File: src/rtl/lcd_rx_monitor_if.sv
// 4-bit HD44780-style LCD bus as seen between display writer and panel.
// The writer drives every line; the panel side only listens.
interface lcd_rx_monitor_if;
    logic       lcd_e;
    logic       lcd_rs;
    logic       lcd_rw;
    logic [3:0] lcd_dat;

    modport master (
        output lcd_e,
        output lcd_rs,
        output lcd_rw,
        output lcd_dat
    );

    modport slave (
        input lcd_e,
        input lcd_rs,
        input lcd_rw,
        input lcd_dat
    );
endinterface

File: src/rtl/lcd_rx_monitor.sv
// Panel-side model of a 4-bit HD44780 bus: decodes nibble pairs and keeps
// a packed 2x16 shadow of the visible screen plus busy/overrun tracking.
module lcd_rx_monitor #(
    parameter int SYNC_STAGES  = 2,
    parameter int EXEC_CYCLES  = 2000,
    parameter int CLEAR_CYCLES = 80000
) (
    input  logic               clk,
    input  logic               rst,
    lcd_rx_monitor_if.slave    bus,
    output logic [255:0]       frame,
    output logic               frame_update,
    output logic [6:0]         ddram_addr,
    output logic               display_on,
    output logic               busy,
    output logic               overrun
);

    localparam int MAXC = (CLEAR_CYCLES > EXEC_CYCLES) ? CLEAR_CYCLES
                                                       : EXEC_CYCLES;
    localparam int CW   = $clog2(MAXC + 1);

    typedef enum logic [1:0] {
        INIT8,
        NIB_HI,
        NIB_LO,
        EXEC
    } state_t;

    state_t        state;
    logic [6:0]    sync_q [SYNC_STAGES];
    logic          e_prev;
    logic [3:0]    hi_q;
    logic [3:0]    lo_q;
    logic          rs_q;
    logic          inc_q;
    logic          cg_q;
    logic [CW-1:0] cnt;

    logic       s_e;
    logic       s_rs;
    logic       s_rw;
    logic [3:0] s_dat;
    logic       strobe;
    logic [7:0] rx_byte;
    logic       win_hit;
    logic [4:0] win_pos;
    logic [7:0] bit_lo;
    logic [6:0] nxt_addr;

    assign s_e     = sync_q[SYNC_STAGES-1][6];
    assign s_rs    = sync_q[SYNC_STAGES-1][5];
    assign s_rw    = sync_q[SYNC_STAGES-1][4];
    assign s_dat   = sync_q[SYNC_STAGES-1][3:0];
    assign strobe  = e_prev && !s_e && !s_rw;
    assign rx_byte = {hi_q, lo_q};
    assign win_hit = (ddram_addr[5:4] == 2'b00) && !ddram_addr[6] ||
                     (ddram_addr[6:4] == 3'b100);
    assign win_pos = {ddram_addr[6], ddram_addr[3:0]};
    assign bit_lo  = {5'(5'd31 - win_pos), 3'b000};
    assign busy    = (cnt != '0);

    // Address step in the current entry direction, folding the two
    // 40-char DDRAM lines onto each other.
    always_comb begin
        nxt_addr = ddram_addr;
        if (inc_q) begin
            if (ddram_addr == 7'h27)      nxt_addr = 7'h40;
            else if (ddram_addr == 7'h67) nxt_addr = 7'h00;
            else                          nxt_addr = ddram_addr + 7'd1;
        end else begin
            if (ddram_addr == 7'h00)      nxt_addr = 7'h67;
            else if (ddram_addr == 7'h40) nxt_addr = 7'h27;
            else                          nxt_addr = ddram_addr - 7'd1;
        end
    end

    // Input synchroniser: all four lines travel together.
    always_ff @(posedge clk) begin
        if (!rst) begin
            for (int i = 0; i < SYNC_STAGES; i++) sync_q[i] <= '0;
        end else begin
            sync_q[0] <= {bus.lcd_e, bus.lcd_rs, bus.lcd_rw, bus.lcd_dat};
            for (int i = 1; i < SYNC_STAGES; i++) sync_q[i] <= sync_q[i-1];
        end
    end

    // Nibble pairing, byte execution, screen shadow and busy emulation.
    always_ff @(posedge clk) begin
        if (!rst) begin
            state        <= INIT8;
            e_prev       <= 1'b0;
            hi_q         <= '0;
            lo_q         <= '0;
            rs_q         <= 1'b0;
            inc_q        <= 1'b1;
            cg_q         <= 1'b0;
            cnt          <= '0;
            frame        <= {32{8'h20}};
            frame_update <= 1'b0;
            ddram_addr   <= '0;
            display_on   <= 1'b0;
            overrun      <= 1'b0;
        end else begin
            e_prev       <= s_e;
            frame_update <= 1'b0;
            if (cnt != '0) cnt <= cnt - CW'(1);
            unique case (state)
                INIT8: begin
                    if (strobe && !s_rs && s_dat == 4'h2) state <= NIB_HI;
                end
                NIB_HI: begin
                    if (strobe) begin
                        hi_q  <= s_dat;
                        rs_q  <= s_rs;
                        state <= NIB_LO;
                    end
                end
                NIB_LO: begin
                    if (strobe) begin
                        lo_q  <= s_dat;
                        state <= EXEC;
                    end
                end
                EXEC: begin
                    state <= NIB_HI;
                    // A strobe landing on the execute cycle is the next
                    // high nibble; keep it rather than drop it.
                    if (strobe) begin
                        hi_q  <= s_dat;
                        rs_q  <= s_rs;
                        state <= NIB_LO;
                    end
                    if (busy) overrun <= 1'b1;
                    if (!rs_q && rx_byte == 8'h01) cnt <= CW'(CLEAR_CYCLES);
                    else                           cnt <= CW'(EXEC_CYCLES);
                    if (!rs_q) begin
                        unique casez (rx_byte)
                            8'b1???????: begin
                                ddram_addr <= rx_byte[6:0];
                                cg_q       <= 1'b0;
                            end
                            8'b01??????: cg_q <= 1'b1;
                            8'b001?????: ;
                            8'b0001????: ;
                            8'b00001???: display_on <= rx_byte[2];
                            8'b000001??: inc_q <= rx_byte[1];
                            8'b0000001?: begin
                                ddram_addr <= '0;
                                cg_q       <= 1'b0;
                            end
                            8'b00000001: begin
                                frame        <= {32{8'h20}};
                                frame_update <= 1'b1;
                                ddram_addr   <= '0;
                                inc_q        <= 1'b1;
                                cg_q         <= 1'b0;
                            end
                            default: ;
                        endcase
                    end else if (!cg_q) begin
                        if (win_hit && frame[bit_lo +: 8] != rx_byte) begin
                            frame[bit_lo +: 8] <= rx_byte;
                            frame_update       <= 1'b1;
                        end
                        ddram_addr <= nxt_addr;
                    end
                end
                default: state <= INIT8;
            endcase
        end
    end

endmodule

File: src/flat_wrapper.sv
// flat-port wrapper written by rule: the top's interface ports become plain ports
module lcd_rx_monitor_flat 
#(
    parameter int SYNC_STAGES  = 2,
    parameter int EXEC_CYCLES  = 2000,
    parameter int CLEAR_CYCLES = 80000
)
  (clk, rst, frame, frame_update, ddram_addr, display_on, busy, overrun, bus_lcd_e, bus_lcd_rs, bus_lcd_rw, bus_lcd_dat);
  lcd_rx_monitor_if bus_i ();
  input  logic clk;
  input  logic rst;
  output logic [255:0] frame;
  output logic frame_update;
  output logic [6:0] ddram_addr;
  output logic display_on;
  output logic busy;
  output logic overrun;
  input wire logic [$bits(bus_i.lcd_e)-1:0] bus_lcd_e;
  input wire logic [$bits(bus_i.lcd_rs)-1:0] bus_lcd_rs;
  input wire logic [$bits(bus_i.lcd_rw)-1:0] bus_lcd_rw;
  input wire logic [$bits(bus_i.lcd_dat)-1:0] bus_lcd_dat;
  assign bus_i.lcd_e = bus_lcd_e;
  assign bus_i.lcd_rs = bus_lcd_rs;
  assign bus_i.lcd_rw = bus_lcd_rw;
  assign bus_i.lcd_dat = bus_lcd_dat;
  lcd_rx_monitor #(.SYNC_STAGES(SYNC_STAGES), .EXEC_CYCLES(EXEC_CYCLES), .CLEAR_CYCLES(CLEAR_CYCLES)) u_core (.clk(clk), .rst(rst), .bus(bus_i), .frame(frame), .frame_update(frame_update), .ddram_addr(ddram_addr), .display_on(display_on), .busy(busy), .overrun(overrun));
endmodule
File: config.mk
export PLATFORM = sky130hd
export DESIGN_NAME = lcd_rx_monitor_flat
export DESIGN_NICKNAME = d
export VERILOG_FILES = /design/src/rtl/lcd_rx_monitor_if.sv /design/src/rtl/lcd_rx_monitor.sv /design/src/flat_wrapper.sv
export SDC_FILE = /design/constraint.sdc
export NUM_CORES = 1
export LEC_CHECK = 0
export CORE_MARGIN = 5
export CORE_UTILIZATION = 45
export DETAILED_ROUTE_END_ITERATION = 8
export PLACE_DENSITY = 0.71
export SLEW_MARGIN = 20
export SYNTH_ARGS = -nofsm -noshare
export SYNTH_HDL_FRONTEND = slang
export SYNTH_SLANG_ARGS = --single-unit
File: constraint.sdc
create_clock -name clk -period 3.8 [get_ports clk]
set_input_delay 0.57 -clock clk [delete_from_list [all_inputs] [get_ports clk]]
set_output_delay 0.57 -clock clk [all_outputs]
set_load 0.02 [all_outputs]
# Word-level counts from Yosys, hierarchy flattened
# Memories as Yosys holds them, arrays and structs flattened.
# Index checks and enable logic that the tools add are counted.
[totals] register_bits=297 word_cells=110 in_bits=9 n_memories=1 mem_bits_rw=14 out_inout_bits=267
[memory_table] name="u_core.sync_q" words=2 word_bits=7 rd=2 rd_ports_with_merged_regs=0 wr=2 line="lcd_rx_monitor.sv:31" source="logic [6:0] sync_q [SYNC_STAGES];"
[classes] n_addsub=5 bitwise_logic=3 eq_ne=19 n_shift=3 reduce_logical=35 n_mux=31
[ops] operator="$mux 256" n=4
[ops] operator="$bwmux 256" n=1
[ops] operator="$shift 8x10->256 const A" n=1
[ops] operator="$shiftx 256x9->8" n=1
[ops] operator="$shiftx 8x10->256" n=1
[ops] operator="$mux 7" n=9
[ops] operator="$mux 17" n=3
[ops] operator="$reduce_bool 17->1" n=1
[ops] operator="$sub 17x1->17 const B" n=1
[ops] operator="$reduce_and 3->1" n=5
[ops] operator="$eq 7x7->1 const B" n=2
[ops] operator="$pmux 7 s2" n=1
[ops] operator="$neg 8->10" n=1
[ops] operator="$eq 8x1->1 const B" n=1
[ops] operator="$mux 2" n=4
[ops] operator="$ne 8x8->1" n=1
[ops] operator="$pmux 2 s4" n=1
[ops] operator="$reduce_and 2->1" n=4
[ops] operator="$reduce_bool 2->1" n=4
[ops] operator="$add 7x1->7 const B" n=1
[ops] operator="$eq 7x1->1 const B" n=1
[ops] operator="$eq 7x6->1 const B" n=1
[ops] operator="$logic_and 1x1->1" n=7
[ops] operator="$logic_not 7->1" n=1
[ops] operator="21 further kinds" n=39

# Logic depth before layout (Yosys ltp)
# Gate-level depths: netlist of run 1.
# An unclocked memory read counts as a cell.
[depth] ltp_word=8 mapped_depth=15 mapped_depth_nobuf=11

# Least setup slack after synthesis of run 1
# OpenSTA, ideal clock, no wires.
[synth_path] path_kind="register to register" startpoint="reg u_core.ddram_addr[1]" endpoint="reg u_core.frame[16]" stages_incl_launch_ff=15 required_time_ns=3.683 path_slack_ns=0.551 arrival_time_ns=3.132 path_cell_list="dfxtp_1 buf_4 buf_4 buf_2 mux2i_1 o32ai_1 nor4_1 a21oi_1 xnor2_1 nand2_1 o41a_1 buf_2 and4_1 buf_2 a22o_1"
[synth_via] elab_chain_cells=7 elab_cells_between_ends=13 classes_between="add/sub: 2; eq/ne: 2; shift: 3; mux: 4; reduce/logical: 2"
[synth_rtl] element="start, declared" line="lcd_rx_monitor.sv:13" source="output logic [6:0] ddram_addr,"
[synth_rtl] element="start signal, assigned" line="lcd_rx_monitor.sv:140" source="ddram_addr <= rx_byte[6:0];"
[synth_rtl] element="start signal, assigned" line="lcd_rx_monitor.sv:166" source="ddram_addr <= nxt_addr;"
[synth_rtl] element="$sub 5x5->5 *" line="lcd_rx_monitor.sv:60" source="assign bit_lo = {5'(5'd31 - win_pos), 3'b000};"
[synth_rtl] element="branches (longest 6 deep; another with $shiftx 256x9->8)"
[synth_rtl] element="end signal, assigned" line="lcd_rx_monitor.sv:99" source="frame <= {32{8'h20}};"
[synth_rtl] element="end signal, assigned" line="lcd_rx_monitor.sv:153" source="frame <= {32{8'h20}};"
[synth_rtl] element="end signal, assigned by index" line="lcd_rx_monitor.sv:163" source="frame[bit_lo +: 8] <= rx_byte;"
[synth_rtl] element="end, declared" line="lcd_rx_monitor.sv:11" source="output logic [255:0] frame,"
# Mark *: on every way between the ends. The select of a mux whose other input is x is not followed.
# A chain may end at the register's enable or synchronous reset.

# Final worst setup path of run 1
[layout_path] startpoint="reg u_core.ddram_addr[1]" endpoint="reg u_core.frame[199]"
# The elaborated chain is that of the path after synthesis.

==> flow_metrics.env, run 1 <==
export IMPL_crit_buf_inv=3
export IMPL_fmax_mhz=272
export IMPL_status="finished clean"
export IMPL_grt_pass1_wl_um=87600
export IMPL_critPathKind="flip-flop to flip-flop"
export IMPL_numCtsBuffers=34
export IMPL_place_ws_ps=170
export IMPL_ys_warn_count=0
export IMPL_fp_dieW_um=187
export IMPL_drive_above_1_share_pct=12.5
export IMPL_cp_top_family="compound AO/OA/AOI/OAI gates"
export IMPL_p_leak_nw=6.71
export IMPL_cts_max_level=2
export IMPL_synthFlopType="dfxtp_1"
export IMPL_synth_nets=1446
export IMPL_min_period_over_period_pct=96.9
export IMPL_drc_errors=0
export IMPL_layout_setup_ws_ps=118
export IMPL_crit_fanout=22
export IMPL_syn_area_per_cell_um2=9.86
export IMPL_slew_violations=0
export IMPL_cp_data_arrival_time_ps=4080
export IMPL_cts_tree="done"
export IMPL_yosysUniqueCellTypes=66
export IMPL_hold_viol_final=0
export IMPL_clockRootBuffer="clkbuf_16"
export IMPL_cp_start_kind="flip-flop"
export IMPL_ys_async_sr_fraction_pct=0
export IMPL_switchingPower_w=0.00171
export IMPL_grt_overflow=0
export IMPL_intPower_w=0.00574
export IMPL_cp_end_kind="flip-flop"
export IMPL_final_common_cell="dfxtp_1"
export IMPL_grt_pass1_vias=13100
export IMPL_core_area_um2=30800
export IMPL_clk_latency_ps=540
export IMPL_rsz0062_at_grt="no"
export IMPL_start_util_pct=45.8
export IMPL_clock_sink_count=311
export IMPL_period_minus_slack_ps=3680
export IMPL_holdWs_ps=432
export IMPL_final_setup_viol_count=0
export IMPL_drt_pass1_iter_count=5
export IMPL_antenna_found_initial=0
export IMPL_grt_max_degree=45
export IMPL_comb_power_share_pct=6.3
export IMPL_final_nets=1749
export IMPL_ant_nets=0
export IMPL_tns_ps=0
export IMPL_grt_total_usage_pct=32.2
export IMPL_cpMaxStageDelayCell="mux4_2"
export IMPL_ir_drop_v=0.000377
export IMPL_die_h_um=187
export IMPL_post_drt_wl_per_cell_um=27.6
export IMPL_synth_area_um2=14100
export IMPL_path_cells="buf_12 > mux4_2 > o21ai_0 > a22o_1 > xor2_1 > nand2_1 > o41ai_4 > buf_4 > nand2_1 > buf_4 > a32o_1"
export IMPL_place_hpwl_um=44500
export IMPL_timing_max_slew_rel_slack_pct=38.4
export IMPL_maxCapViolations=0
export IMPL_synth_seq_cells=311
export IMPL_n_antenna_cell=0
export IMPL_die_area_um2=35000
export IMPL_clk_path_buf_depth=3
export IMPL_switching_share_pct=23.0
export IMPL_fin_skew_ps=31.3
export IMPL_synth_edff_count=0
export IMPL_slowest_delay_ps=590
export IMPL_p_clk_share_pct=48.6
export IMPL_required_ps=4200
export IMPL_seq_power_share_pct=45.1
export IMPL_area_growth_pct=35.0
export IMPL_vias_per_cell=6.47
export IMPL_rows=64
export IMPL_min_path_type="flip-flop to flip-flop"
export IMPL_seq_area_frac_synth_pct=44.1
export IMPL_io_buffers=275
export IMPL_p_per_area_nw_per_um2=391
export IMPL_place_gp_congestion=0.973
export IMPL_finalWirelength_um=59500
export IMPL_tightestPinTransition_ps=917
export IMPL_finish_utilization_pct=61.8
export IMPL_vias=13900
export IMPL_layout_common_cells="dfxtp_1 (307), clkdlybuf4s50_1 (274), a22o_1 (130)"
export IMPL_cts_clk_slew_worst_paths_ps=60
export IMPL_synthCells=1432
export IMPL_first_iter_violations=1787
export IMPL_pin_count=276
-- what timing repair did --
action,CTS,global route
gates resized for setup,0,3
setup endpoints to repair,0,41
setup buffers,0,0
hold buffers,0,0
-- cells by family (layout without fill, tap and decap cells) --
kind of cell,after synthesis,count (layout),share of synthesized area [%]
compound gates,460,460,26.6
simple gates,364,364,12.6
flops,311,311,44.1
buf+inv,145,472,4.46
mux,122,122,10.3
xor+xnor,25,25,1.55
fa+ha+maj,5,5,0.443
-- worst paths after layout --
kind                        startpoint             endpoint  cells after the start  slack (ps)
hold reg to reg    u_core.sync_q[0][0]  u_core.sync_q[0][7]                      1         430
setup reg to reg  u_core.ddram_addr[1]    u_core.frame[199]                     11         120
setup / recovery  u_core.ddram_addr[1]    u_core.frame[199]                     11         120
hold / removal     u_core.sync_q[0][0]  u_core.sync_q[0][7]                      1         430
-- state kept, by name, indices dropped and copies added (netlist names), 2 cells and up --
name / count
u_core.sync_q: 14
u_core.cnt: 17
u_core.frame: 256
u_core.state: 2
u_core.ddram_addr: 7
u_core.lo_q: 4
u_core.hi_q: 4
-- power by group through the flow --
stage	sequential (W)	clock (W)	combinational (W)
floorplan	0.00342	0	0.000339
global placement	0.00343	0	0.000454
detailed placement	0.00343	0	0.000466
CTS	0.00336	0.00362	0.000471
global route	0.00337	0.00377	0.000520
finish	0.00336	0.00362	0.000472
-- metrics by stage --
step	cell area [µm²]	cells	total power, W
after floorplan	14100	1432	0.00376
after global placement	17900	2095	0.00388
after detailed placement	17900	2095	0.00390
after CTS	19100	2155	0.00745
after global routing	19100	2155	0.00766
final	19100	2155	0.00745
-- routing by layer --
layer	part of all wire (%)	track usage, %	wire (µm)	up-vias
met1	40	43.4	23600	6819
met2	46	51.9	27200	910
met3	11	6.36	6400	158
met5	0	0	0	-
li1	-	-	-	6060
met4	3.9	11.0	2330	0
-- Yosys cell counts (28+ instances only) --
cell	number	area (µm²)
o2bb2ai_1	84	736
nor3_1	33	165
a22o_1	130	1140
dfxtp_1	311	6230
mux2i_1	102	1020
o21ai_0	28	140
clkbuf_1	61	229
a21oi_1	50	250
nor2_1	98	368
nand3_1	28	140
buf_2	30	150
nand2_1	92	345
inv_1	37	139
-- cell type report --
| class | count | area (µm²) |
|---|---|---|
| Fill cell | 2544 | 11800 |
| Multi-Input combinational cell | 976 | 7270 |
| Sequential cell | 311 | 6240 |
| Timing Repair Buffer | 374 | 3710 |
| Clock buffer | 48 | 943 |
| Tap cell | 396 | 495 |
| Clock inverter | 12 | 262 |
| Inverter | 38 | 143 |
(Power assumes the default switching activity.)
==> run 2: changes to the inputs <==
- CELL_PAD_IN_SITES_DETAIL_PLACEMENT: not set -> 1
- CELL_PAD_IN_SITES_GLOBAL_PLACEMENT: not set -> 1
- CORE_UTILIZATION: 45 -> 40
- HOLD_SLACK_MARGIN: not set -> 0.05
- PLACE_DENSITY: 0.71 -> 0.8
==> flow_metrics.env, run 2 (synthesis gave the netlist of run 1 again) <==
export IMPL_multi_input_area_um2=7330
export IMPL_drt_pass1_iter_count=5
export IMPL_cp_data_arrival_time_ps=4150
export IMPL_largest_reg_flops=256
export IMPL_required_ps=4200
export IMPL_grt_pass1_vias=14200
export IMPL_cp_end_kind="flip-flop"
export IMPL_post_drt_wl_per_cell_um=29.4
export IMPL_ant_nets=0
export IMPL_drive_above_1_share_pct=13.2
export IMPL_final_common_cell="dfxtp_1"
export IMPL_tightestPinTransition_ps=967
export IMPL_pin_count=276
export IMPL_timing_max_slew_rel_slack_pct=35.0
export IMPL_fp_dieW_um=198
export IMPL_clk_path_buf_depth=3
export IMPL_core_area_um2=34700
export IMPL_placed_area_um2=17900
export IMPL_place_hpwl_um=48600
export IMPL_tns_ps=0
export IMPL_top_regs="u_core.frame x256, u_core.cnt x17, u_core.sync_q x14"
export IMPL_crit_fanout=19
export IMPL_cp_start_kind="flip-flop"
export IMPL_ctsHoldBuffers=0
export IMPL_cts_tree="done"
export IMPL_die_area_um2=39200
export IMPL_cts_max_level=2
export IMPL_seq_area_um2=6240
export IMPL_clockRootBuffer="clkbuf_16"
export IMPL_hold_viol_final=0
export IMPL_critPathKind="flip-flop to flip-flop"
export IMPL_p_leak_nw=6.74
export IMPL_numCtsBuffers=35
export IMPL_clk_latency_ps=540
export IMPL_final_nets=1758
export IMPL_period_minus_slack_ps=3760
export IMPL_rsz0062_at_grt="no"
export IMPL_io_buffers=275
export IMPL_area_growth_pct=36.0
export IMPL_finalWirelength_um=65300
export IMPL_slew_violations=0
export IMPL_antenna_found_initial=1
export IMPL_finalNonFillerCells=2223
export IMPL_status="finished clean"
export IMPL_ir_drop_v=0.000395
export IMPL_grt_pass1_wl_um=95700
export IMPL_place_gp_congestion=0.948
export IMPL_min_path_type="flip-flop to flip-flop"
export IMPL_finish_utilization_pct=55.3
export IMPL_n_antenna_cell=0
export IMPL_placed_cells=2156
export IMPL_grt_total_usage_pct=31.8
export IMPL_final_setup_viol_count=0
export IMPL_grt_overflow=0
export IMPL_cts_clk_slew_worst_paths_ps=60
export IMPL_fillers=3772
export IMPL_vias=14200
export IMPL_layout_common_cells="dfxtp_1 (307), clkdlybuf4s50_1 (274), a22o_1 (130)"
export IMPL_grt_max_degree=45
export IMPL_first_iter_violations=1441
export IMPL_drc_errors=0
export IMPL_fmax_mhz=266
export IMPL_die_h_um=198
export IMPL_start_util_pct=40.7
export IMPL_stdcell_area_um2=19200
export IMPL_fin_skew_ps=27.1
export IMPL_rows=68
export IMPL_p_per_area_nw_per_um2=386
export IMPL_clock_sink_count=311
export IMPL_vias_per_cell=6.38
export IMPL_largest_register="u_core.frame"
export IMPL_maxCapViolations=0
export IMPL_min_period_over_period_pct=98.9
==> run 2: final cells by class <==
cell class | count | share of cell area [%]
Multi-Input combinational cell | 976 | 38.2
Timing Repair Buffer | 382 | 19.5
Clock inverter | 16 | 1.22
Inverter | 38 | 0.742
Sequential cell | 311 | 32.5
Clock buffer | 45 | 4.97
Tap cell | 455 | 2.96
==> run 2: worst max-delay path, cell delays in order, from the launching register on <==
cell       delay [ps]
dfxtp_4           490
buf_12            220
buf_4             250
mux2i_1           380
o22ai_1           130
nor3_1            370
a22oi_1           150
xnor2_1           180
nand2_1           150
o41a_2            510
buf_12            210
o211ai_1          440
o2bb2ai_1         130
==> run 2: per-stage QoR <==
| step | setup WS (ps) | power (W) | hold WS [ps] |
|---|---|---|---|
| final | 42.9 | 0.00741 | 427 |
| after global routing | 26.9 | 0.00762 | 444 |
| after detailed placement | -15.7 | 0.00392 | 421 |
| after floorplan | 551 | 0.00376 | 412 |
| after global placement | -69.2 | 0.00389 | 415 |
| after CTS | 4.85 | 0.00743 | 430 |
==> run 2: metal layers <==
metal	wire length [µm]	track usage, %	vias to the layer above
met5	13	0	-
met1	26200	42.0	7060
li1	-	-	6066
met3	5960	5.60	214
met2	30000	51.6	840
met4	3110	13.4	2
==> run 2: what timing repair did <==
action,4_1_cts,5_1_grt
gates resized for setup,3,9
endpoints found under the setup margin,24,192
setup buffers,1,5
==> run 2: path summary, 6_finish.rpt <==
check	start	to	slack (ps)	cells after the start
max	u_core.ddram_addr[0]	u_core.frame[166]	40	12
min reg2reg	u_core.sync_q[0][3]	u_core.sync_q[0][10]	430	1
max reg2reg	u_core.ddram_addr[0]	u_core.frame[166]	40	12
min	u_core.sync_q[0][3]	u_core.sync_q[0][10]	430	1
==> run 2: power by group <==
group	switching [W]	internal [W]	total, W
Combinational	0.000295	0.000205	0.000500
Clock	0.00142	0.00213	0.00355
Sequential	0.0000464	0.00331	0.00336
Total	0.00176	0.00565	0.00741
